[src/rtl/tx_pkg.sv]
// Shared constants and helpers for the transmit hold FIFO.
// Default word width, depth and the Count width function.
package tx_pkg;

  localparam int TX_DATA_WIDTH = 8;
  localparam int TX_DEPTH      = 4;

  function automatic int cnt_w(input int depth);
    return $clog2(depth) + 1;
  endfunction

endpackage

[src/rtl/tx_edge_det.sv]
// Rising-edge detector for the transmitter done level.
// History clears on reset so a high level just after release counts as a rise.
module tx_edge_det (
  input  logic Clock,
  input  logic ResetN,
  input  logic In,
  output logic Rise
);

  logic r_prev;

  always_ff @(posedge Clock) begin
    if (!ResetN) begin
      r_prev <= 1'b0;
    end else begin
      r_prev <= In;
    end
  end

  assign Rise = In & ~r_prev;

endmodule

[src/rtl/tx_hold_fifo.sv]
// Small FIFO feeding a registered word to a transmitter on each DoneFlag rise.
// Optional sticky Overflow/Underrun flags are enabled by TX_HOLD_FIFO_ERR_EN.
module tx_hold_fifo
  import tx_pkg::*;
#(
  parameter int DATA_WIDTH = TX_DATA_WIDTH,
  parameter int DEPTH      = TX_DEPTH
) (
  input  logic                      Clock,
  input  logic                      ResetN,
  input  logic [DATA_WIDTH-1:0]     DataIn,
  input  logic                      WrEn,
  input  logic                      DoneFlag,
  output logic [DATA_WIDTH-1:0]     RegIn,
  output logic                      Loaded,
  output logic                      Full,
  output logic                      Empty,
  output logic [cnt_w(DEPTH)-1:0]   Count
`ifdef TX_HOLD_FIFO_ERR_EN
  ,
  input  logic                      ClrErr,
  output logic                      Overflow,
  output logic                      Underrun
`endif
);

  localparam int AW = $clog2(DEPTH);
  localparam int CW = cnt_w(DEPTH);
  localparam logic [CW-1:0] FULL_C = CW'(DEPTH);

  logic [DATA_WIDTH-1:0] r_mem [DEPTH];
  logic [AW-1:0]         r_wptr;
  logic [AW-1:0]         r_rptr;
  logic [CW-1:0]         r_count;
  logic [CW-1:0]         w_cnt_nxt;
  logic [DATA_WIDTH-1:0] r_regin;
  logic                  r_loaded;
  logic                  r_full;
  logic                  r_empty;
  logic                  w_rise;
  logic                  w_wr;
  logic                  w_pop;

  tx_edge_det u_edge (
    .Clock  (Clock),
    .ResetN (ResetN),
    .In     (DoneFlag),
    .Rise   (w_rise)
  );

  // Full drops the write even when a pop frees a slot this cycle.
  assign w_wr  = WrEn & ~r_full;
  assign w_pop = w_rise & ~r_empty;

  always_comb begin
    w_cnt_nxt = r_count;
    unique case ({w_wr, w_pop})
      2'b10:   w_cnt_nxt = r_count + 1'b1;
      2'b01:   w_cnt_nxt = r_count - 1'b1;
      default: w_cnt_nxt = r_count;
    endcase
  end

  always_ff @(posedge Clock) begin
    if (ResetN && w_wr) begin
      r_mem[r_wptr] <= DataIn;
    end
  end

  always_ff @(posedge Clock) begin
    if (!ResetN) begin
      r_wptr   <= '0;
      r_rptr   <= '0;
      r_count  <= '0;
      r_regin  <= '0;
      r_loaded <= 1'b0;
      r_full   <= 1'b0;
      r_empty  <= 1'b1;
    end else begin
      if (w_wr) begin
        r_wptr <= r_wptr + 1'b1;
      end
      if (w_pop) begin
        r_rptr  <= r_rptr + 1'b1;
        r_regin <= r_mem[r_rptr];
      end
      r_loaded <= w_pop;
      r_count  <= w_cnt_nxt;
      r_full   <= (w_cnt_nxt == FULL_C);
      r_empty  <= (w_cnt_nxt == '0);
    end
  end

  assign RegIn  = r_regin;
  assign Loaded = r_loaded;
  assign Full   = r_full;
  assign Empty  = r_empty;
  assign Count  = r_count;

`ifdef TX_HOLD_FIFO_ERR_EN
  logic r_ovf;
  logic r_unr;

  // A set event wins over a same-cycle clear.
  always_ff @(posedge Clock) begin
    if (!ResetN) begin
      r_ovf <= 1'b0;
      r_unr <= 1'b0;
    end else begin
      if (WrEn && r_full) begin
        r_ovf <= 1'b1;
      end else if (ClrErr) begin
        r_ovf <= 1'b0;
      end
      if (w_rise && r_empty) begin
        r_unr <= 1'b1;
      end else if (ClrErr) begin
        r_unr <= 1'b0;
      end
    end
  end

  assign Overflow = r_ovf;
  assign Underrun = r_unr;
`endif

endmodule

[config.mk]
export PLATFORM = sky130hd
export DESIGN_NAME = tx_hold_fifo
export DESIGN_NICKNAME = d
export VERILOG_FILES = /design/src/rtl/tx_pkg.sv /design/src/rtl/tx_edge_det.sv /design/src/rtl/tx_hold_fifo.sv
export SDC_FILE = /design/constraint.sdc
export NUM_CORES = 1
export LEC_CHECK = 0
export CORE_ASPECT_RATIO = 2
export CORE_MARGIN = 5
export CORE_UTILIZATION = 50
export DETAILED_ROUTE_END_ITERATION = 8
export PLACE_DENSITY = 0.73
export SETUP_SLACK_MARGIN = 0.1
export SLEW_MARGIN = 10
export SYNTH_ARGS = -nofsm -noshare
export SYNTH_HDL_FRONTEND = slang
export SYNTH_HIERARCHICAL = 1
export SYNTH_SLANG_ARGS = --single-unit
[constraint.sdc]
create_clock -name Clock -period 3.6 [get_ports Clock]
set_input_delay 1.08 -clock Clock [delete_from_list [all_inputs] [get_ports Clock]]
set_output_delay 1.08 -clock Clock [all_outputs]
set_load 0.05 [all_outputs]
Word level (Yosys, flattened, before mapping)

Memory sizes are Yosys's and may differ from the RTL's. A register that Yosys moved wholly into a read port is not among the register bits.
Cells that the tools add are included.

$add $sub $neg: 4
Equality and inequality tests: 3
Multiplexer cells: 3
Bitwise gates (word level): 6
Reductions and logical operators: 3

Operator list:

| kind                                              | number |
|---|---|
| one-hot mux 3 bit (2 select lines)                | 1 |
| adder 2 x 1 -> 2 bit (second input constant)      | 2 |
| adder 3 x 1 -> 3 bit (second input constant)      | 1 |
| bitwise AND 1 bit                                 | 3 |
| == test 3 bit (second input constant)             | 1 |
| zero test 3 bit                                   | 1 |
| inverter 1 bit                                    | 3 |
| subtractor 3 x 1 -> 3 bit (second input constant) | 1 |
| == test 2 x 1 -> 1 bit (second input constant)    | 1 |
| == test 2 bit (second input constant)             | 1 |
| 2-to-1 mux 1 bit                                  | 2 |
| logical AND 1 bit                                 | 1 |
| zero test 1 bit                                   | 1 |

Bits in registers: 11
RAM bits: 32
Output and inout bits: 14
Word-level logic and storage cells: 27
Memories: 1

Memory list:

| name  | words | bits a word | read ports | clocked after Yosys merged registers in | wr ports | RTL line           | text |
|---|---|---|---|---|---|---|---|
| r_mem | 4     | 8           | 1          | 1                                       | 1        | tx_hold_fifo.sv:31 | `logic [DATA_WIDTH-1:0] r_mem [DEPTH];` |

Depth between registers and ports, before layout

Word-level depth: 6
Gate-level depth with buffers: 10
Mapped depth without buffers: 9

Hierarchy

Netlist, hierarchy kept.

Modules (own cells, without submodules):

| module       | instances | cells an instance | area an instance (µm²) | seq. area each (µm²) |
|---|---|---|---|---|
| tx_hold_fifo | 1         | 134               | 1,965.6                | 1,321.3 |
| tx_edge_det  | 1         | 3                 | 40.0                   | 20.0 |

Worst setup path after synthesis

OpenSTA, ideal clock, no wires.

Kind: input to register
From: in DoneFlag
To: reg r_empty (netlist: Empty)
Library setup time: 0.115 ns
Data arrival time: 2.966 ns
Setup slack: 0.519 ns
Cell stages on the path: 10
Buffers on the path: 1
Cell sequence: nor2b_4 -> nand2b_1 -> buf_2 -> inv_1 -> ha_1 -> inv_1 -> fa_1 -> xor2_1 -> or4b_4 -> and3_1

Longest elaborated chain between the ends: 5
Elaborated cells between the ends (all ways): 6
Classes of those cells: 2 x eq/ne; 1 x mux; 2 x bitwise; 1 x reduce/logical

RTL lines:

| item                                                    | RTL line           | text |
|---|---|---|
| start, declared                                         | tx_hold_fifo.sv:13 | `input logic DoneFlag,` |
| bitwise AND 1 bit *                                     | tx_edge_det.sv:20  | `assign Rise = In & ~r_prev;` |
| bitwise AND 1 bit *                                     | tx_hold_fifo.sv:53 | `assign w_pop = w_rise & ~r_empty;` |
| via w_pop                                               | tx_hold_fifo.sv:42 | `logic w_pop;` |
| == test 2 x 1 -> 1 bit or == test 2 bit (tied branches) | tx_hold_fifo.sv:57 | `unique case ({w_wr, w_pop})` |
| one-hot mux 3 bit (2 select lines) *                    | tx_hold_fifo.sv:57 |  |
| zero test 3 bit *                                       | tx_hold_fifo.sv:90 | `r_empty <= (w_cnt_nxt == '0);` |
| end signal, assigned                                    | tx_hold_fifo.sv:90 |  |
| end, declared                                           | tx_hold_fifo.sv:39 | `logic r_empty;` |

Mark *: on every way through the listed nets, which the timed path passes. The rest lies on a longest branch.
A chain may end at the register's enable or synchronous reset.

Worst setup path after layout

From: in DoneFlag
To: reg r_empty (netlist: Empty)

Longest elaborated chain between the ends: 5
Elaborated cells between the ends (all ways): 6
Classes of those cells: 2 x eq/ne; 1 x mux; 2 x bitwise; 1 x reduce/logical

RTL lines:

| item                                                    | RTL line           | text |
|---|---|---|
| bitwise AND 1 bit *                                     | tx_edge_det.sv:20  |  |
| via w_rise                                              | tx_hold_fifo.sv:40 | `logic w_rise;` |
| bitwise AND 1 bit *                                     | tx_hold_fifo.sv:53 |  |
| via w_pop                                               | tx_hold_fifo.sv:42 |  |
| == test 2 x 1 -> 1 bit or == test 2 bit (tied branches) | tx_hold_fifo.sv:57 |  |
| one-hot mux 3 bit (2 select lines) *                    | tx_hold_fifo.sv:57 |  |
| zero test 3 bit *                                       | tx_hold_fifo.sv:90 |  |

Marked as above.

==> run metrics <==
status=finished, final reports clean; static leakage=0.855 nW; DRT iter0 DRCs=38; all-layer global routing usage=15.6%; Core Rows=32; Initial Util=51.6%; Residual DRC=0; reg-to-reg slack, setup=1360 ps; post-route cell area=0.00243 sq mm; CP required=3810 ps; simple-gate area share of the yosys netlist=10.5%; setup violators final=0; Syn Nets=155; Critical R2R Launch=u_edge/r_prev$_SDFF_PN0_; Num Clock Sinks=51; mapped cell area=0.00201 sq mm; CTS tree=yes; pwr/cell area=601 mW/mm^2; GPL Wtd Cong=0.724; H-tree depth=2; Compound-Gate Fraction of Synth Area=5.12%; I/O pin cnt=26; layout cells sized above 1=8.38%; global-route wire length before repair=5890 um; largest net degree at the start of global routing=22; post-synthesis mux area share=8.48%; xor/xnor share of the synthesized area=2.18%; Crit Path Class=input pin to register; synth warn=6; die extent in y=99.6 um; wire per inst=17.0 um; number of synthesized flops with an enable pin=32; Worst Reg-to-Reg Cells=9; Via-to-Cell Ratio=5.33; CTS buffer count=5; leading cell type in the layout, fill and taps excluded=edfxtp_1; Setup Buffers After CTS=0; Die ar.=0.00545 sq mm; register area share after synthesis=66.9%; post-layout minimum cycle time=3190 ps; vias=1,163; final WL=3700 um; gr ovfl total=0; DP HPWL=2590 um; Worst setup EP type=register; Fmax=0.313 GHz; CORE AREA=0.00388 sq mm; Final period util=88.6%; crit path DAT=3400 ps; nature of the critical path startpoint=input pin; IO Port Bufs=25; ys flop type=edfxtp_1; hold depth=2; main combinational cell family by area after synthesis=simple AND/OR/NAND/NOR gates; layout overhead on the synthesized area=21.2%; Nets=184; drt pass-1 iters=4; FILL cells=296; Resized cells post-CTS=0; vias in the first global route=1,202; root buf cell=clkbuf_8; Hold Path Class=register to register; # hold bufs at CTS=0; commonest non-fill, non-tap cells in the layout=edfxtp_1 (32), clkdlybuf4s50_1 (25), dfxtp_1 (19), mux2i_1 (17), nand3_1 (10); Final Max Slew Viols=0; CTS max path bufs=2; Detail Route Antenna Nets=0; adder-cell share of the synthesized area=4.12%; Die X=54.8 um; Worst-Margin Slew=1010 ps; Antenna diodes=0; CP Max Fanout=4; area post-placement=0.00231 sq mm; post-synthesis async set-or-reset flop share=0%; CTS clk-pin slew, worst paths=90 ps; maximum clock skew at final layout=8.31 ps; Worst Hold Launch=RegIn[6]$_SDFFE_PN0N_; VDD IR-drop max=0.413 mV; Clk Latency, worst-skew pair=300 ps; # Max-Cap Violations=0; gate count of the mapped netlist=137; reg2reg end=Empty$_SDFF_PN1_; Worst Hold End=RegIn[6]$_SDFFE_PN0N_; antenna violations before repair=0; number of synthesized register bits=51; endpoints failing hold=0; unique cell type count in the Yosys netlist=25; syn avg cell area=14.6 sq um; Setup TNS=0 ps; Max-slew headroom=32.5%; unrepaired setup endpoints after global routing=no
-- per-layer routing --
layer | track usage, % | share of wire [%] | up-vias
met3 | 3.90 | 4.0 | 7
met4 | 8.25 | 2.3 | 0
met1 | 18.1 | 40 | 570
met5 | 0 | 0 | -
met2 | 25.2 | 54 | 26
li1 | - | - | 560
-- cell families (layout without fill, tap and decap cells) --
logic type / after synthesis / in the layout
flip-flops: 51 / 51
adder cells (fa/ha/maj): 6 / 6
AND/OR/NAND/NOR: 33 / 33
AO/OA/AOI/OAI: 12 / 12
multiplexers: 17 / 17
XOR/XNOR: 5 / 5
buffers and inverters: 13 / 43
-- Yosys cell counts, drive strengths merged (3+ instances only) --
cell	n	area share, %
and3	6	1.9
nand3	10	2.5
nand2b	3	0.94
dfxtp	19	19
nand3b	3	1.1
edfxtp	32	48
clkbuf	3	0.56
o221ai	8	3.5
inv	7	1.3
and2	6	1.9
mux2i	17	8.5
buf	3	0.87
ha	5	3.1
nor2b	3	1.3
xnor2	4	1.7
-- final cells by class --
type / instances / area (sq um) / share of cell area (%)
timing repair buffer: 28 / 273 / 11.2
clock inverter: 2 / 35.0 / 1.44
inverter: 7 / 26.3 / 1.08
tap: 51 / 63.8 / 2.62
clock buffer: 6 / 82.6 / 3.40
sequential: 51 / 1340 / 55.2
multi-input combinational: 73 / 609 / 25.1
-- through the flow --
stage          power (mW)  utilization [%]  std cells  worst slack, ps  hold slack, ps
5_1_grt              1.53             62.6        218              274             539
2_1_floorplan       0.959                -        137              519             508
3_3_place_gp         1.06             59.6        210              128             474
6_report             1.46             62.6        218              409             502
3_5_place_dp         1.07             59.6        210             91.3             476
4_1_cts              1.47             62.6        218              404             502
-- worst max-delay path: stages --
cell and delay (ps):
clkdlybuf4s50_1 470, nor2b_4 140, nand2b_1 80, inv_1 100, ha_1 190, inv_1 60, fa_1 400, xor2_1 170
or4b_4 540, and3_1 160
-- state kept, by name, indices dropped and copies added (netlist names) --
signal / count
u_edge/r_prev: 1
Count: 3
r_rptr: 2
Empty: 1
RegIn: 8
r_mem: 32
Loaded: 1
Full: 1
r_wptr: 2
-- power by group --
| part | switching [mW] | leakage (nW) | internal, mW |
|---|---|---|---|
| sequential | 0.0490 | 0.446 | 0.670 |
| clock | 0.178 | 0.0612 | 0.225 |
| combinational | 0.196 | 0.348 | 0.143 |
-- worst max-delay path by stage --
stage | cells past startpoint | startpoint | endpoint
final | 10 | DoneFlag | Empty$_SDFF_PN1_
after detailed placement | 10 | DoneFlag | Empty$_SDFF_PN1_
after CTS | 10 | DoneFlag | Empty$_SDFF_PN1_
after floorplan | 10 | DoneFlag | Empty$_SDFF_PN1_
after global placement | 10 | DoneFlag | Empty$_SDFF_PN1_
after global routing | 10 | DoneFlag | Empty$_SDFF_PN1_
Note: power is estimated with default switching activity, not from simulation.
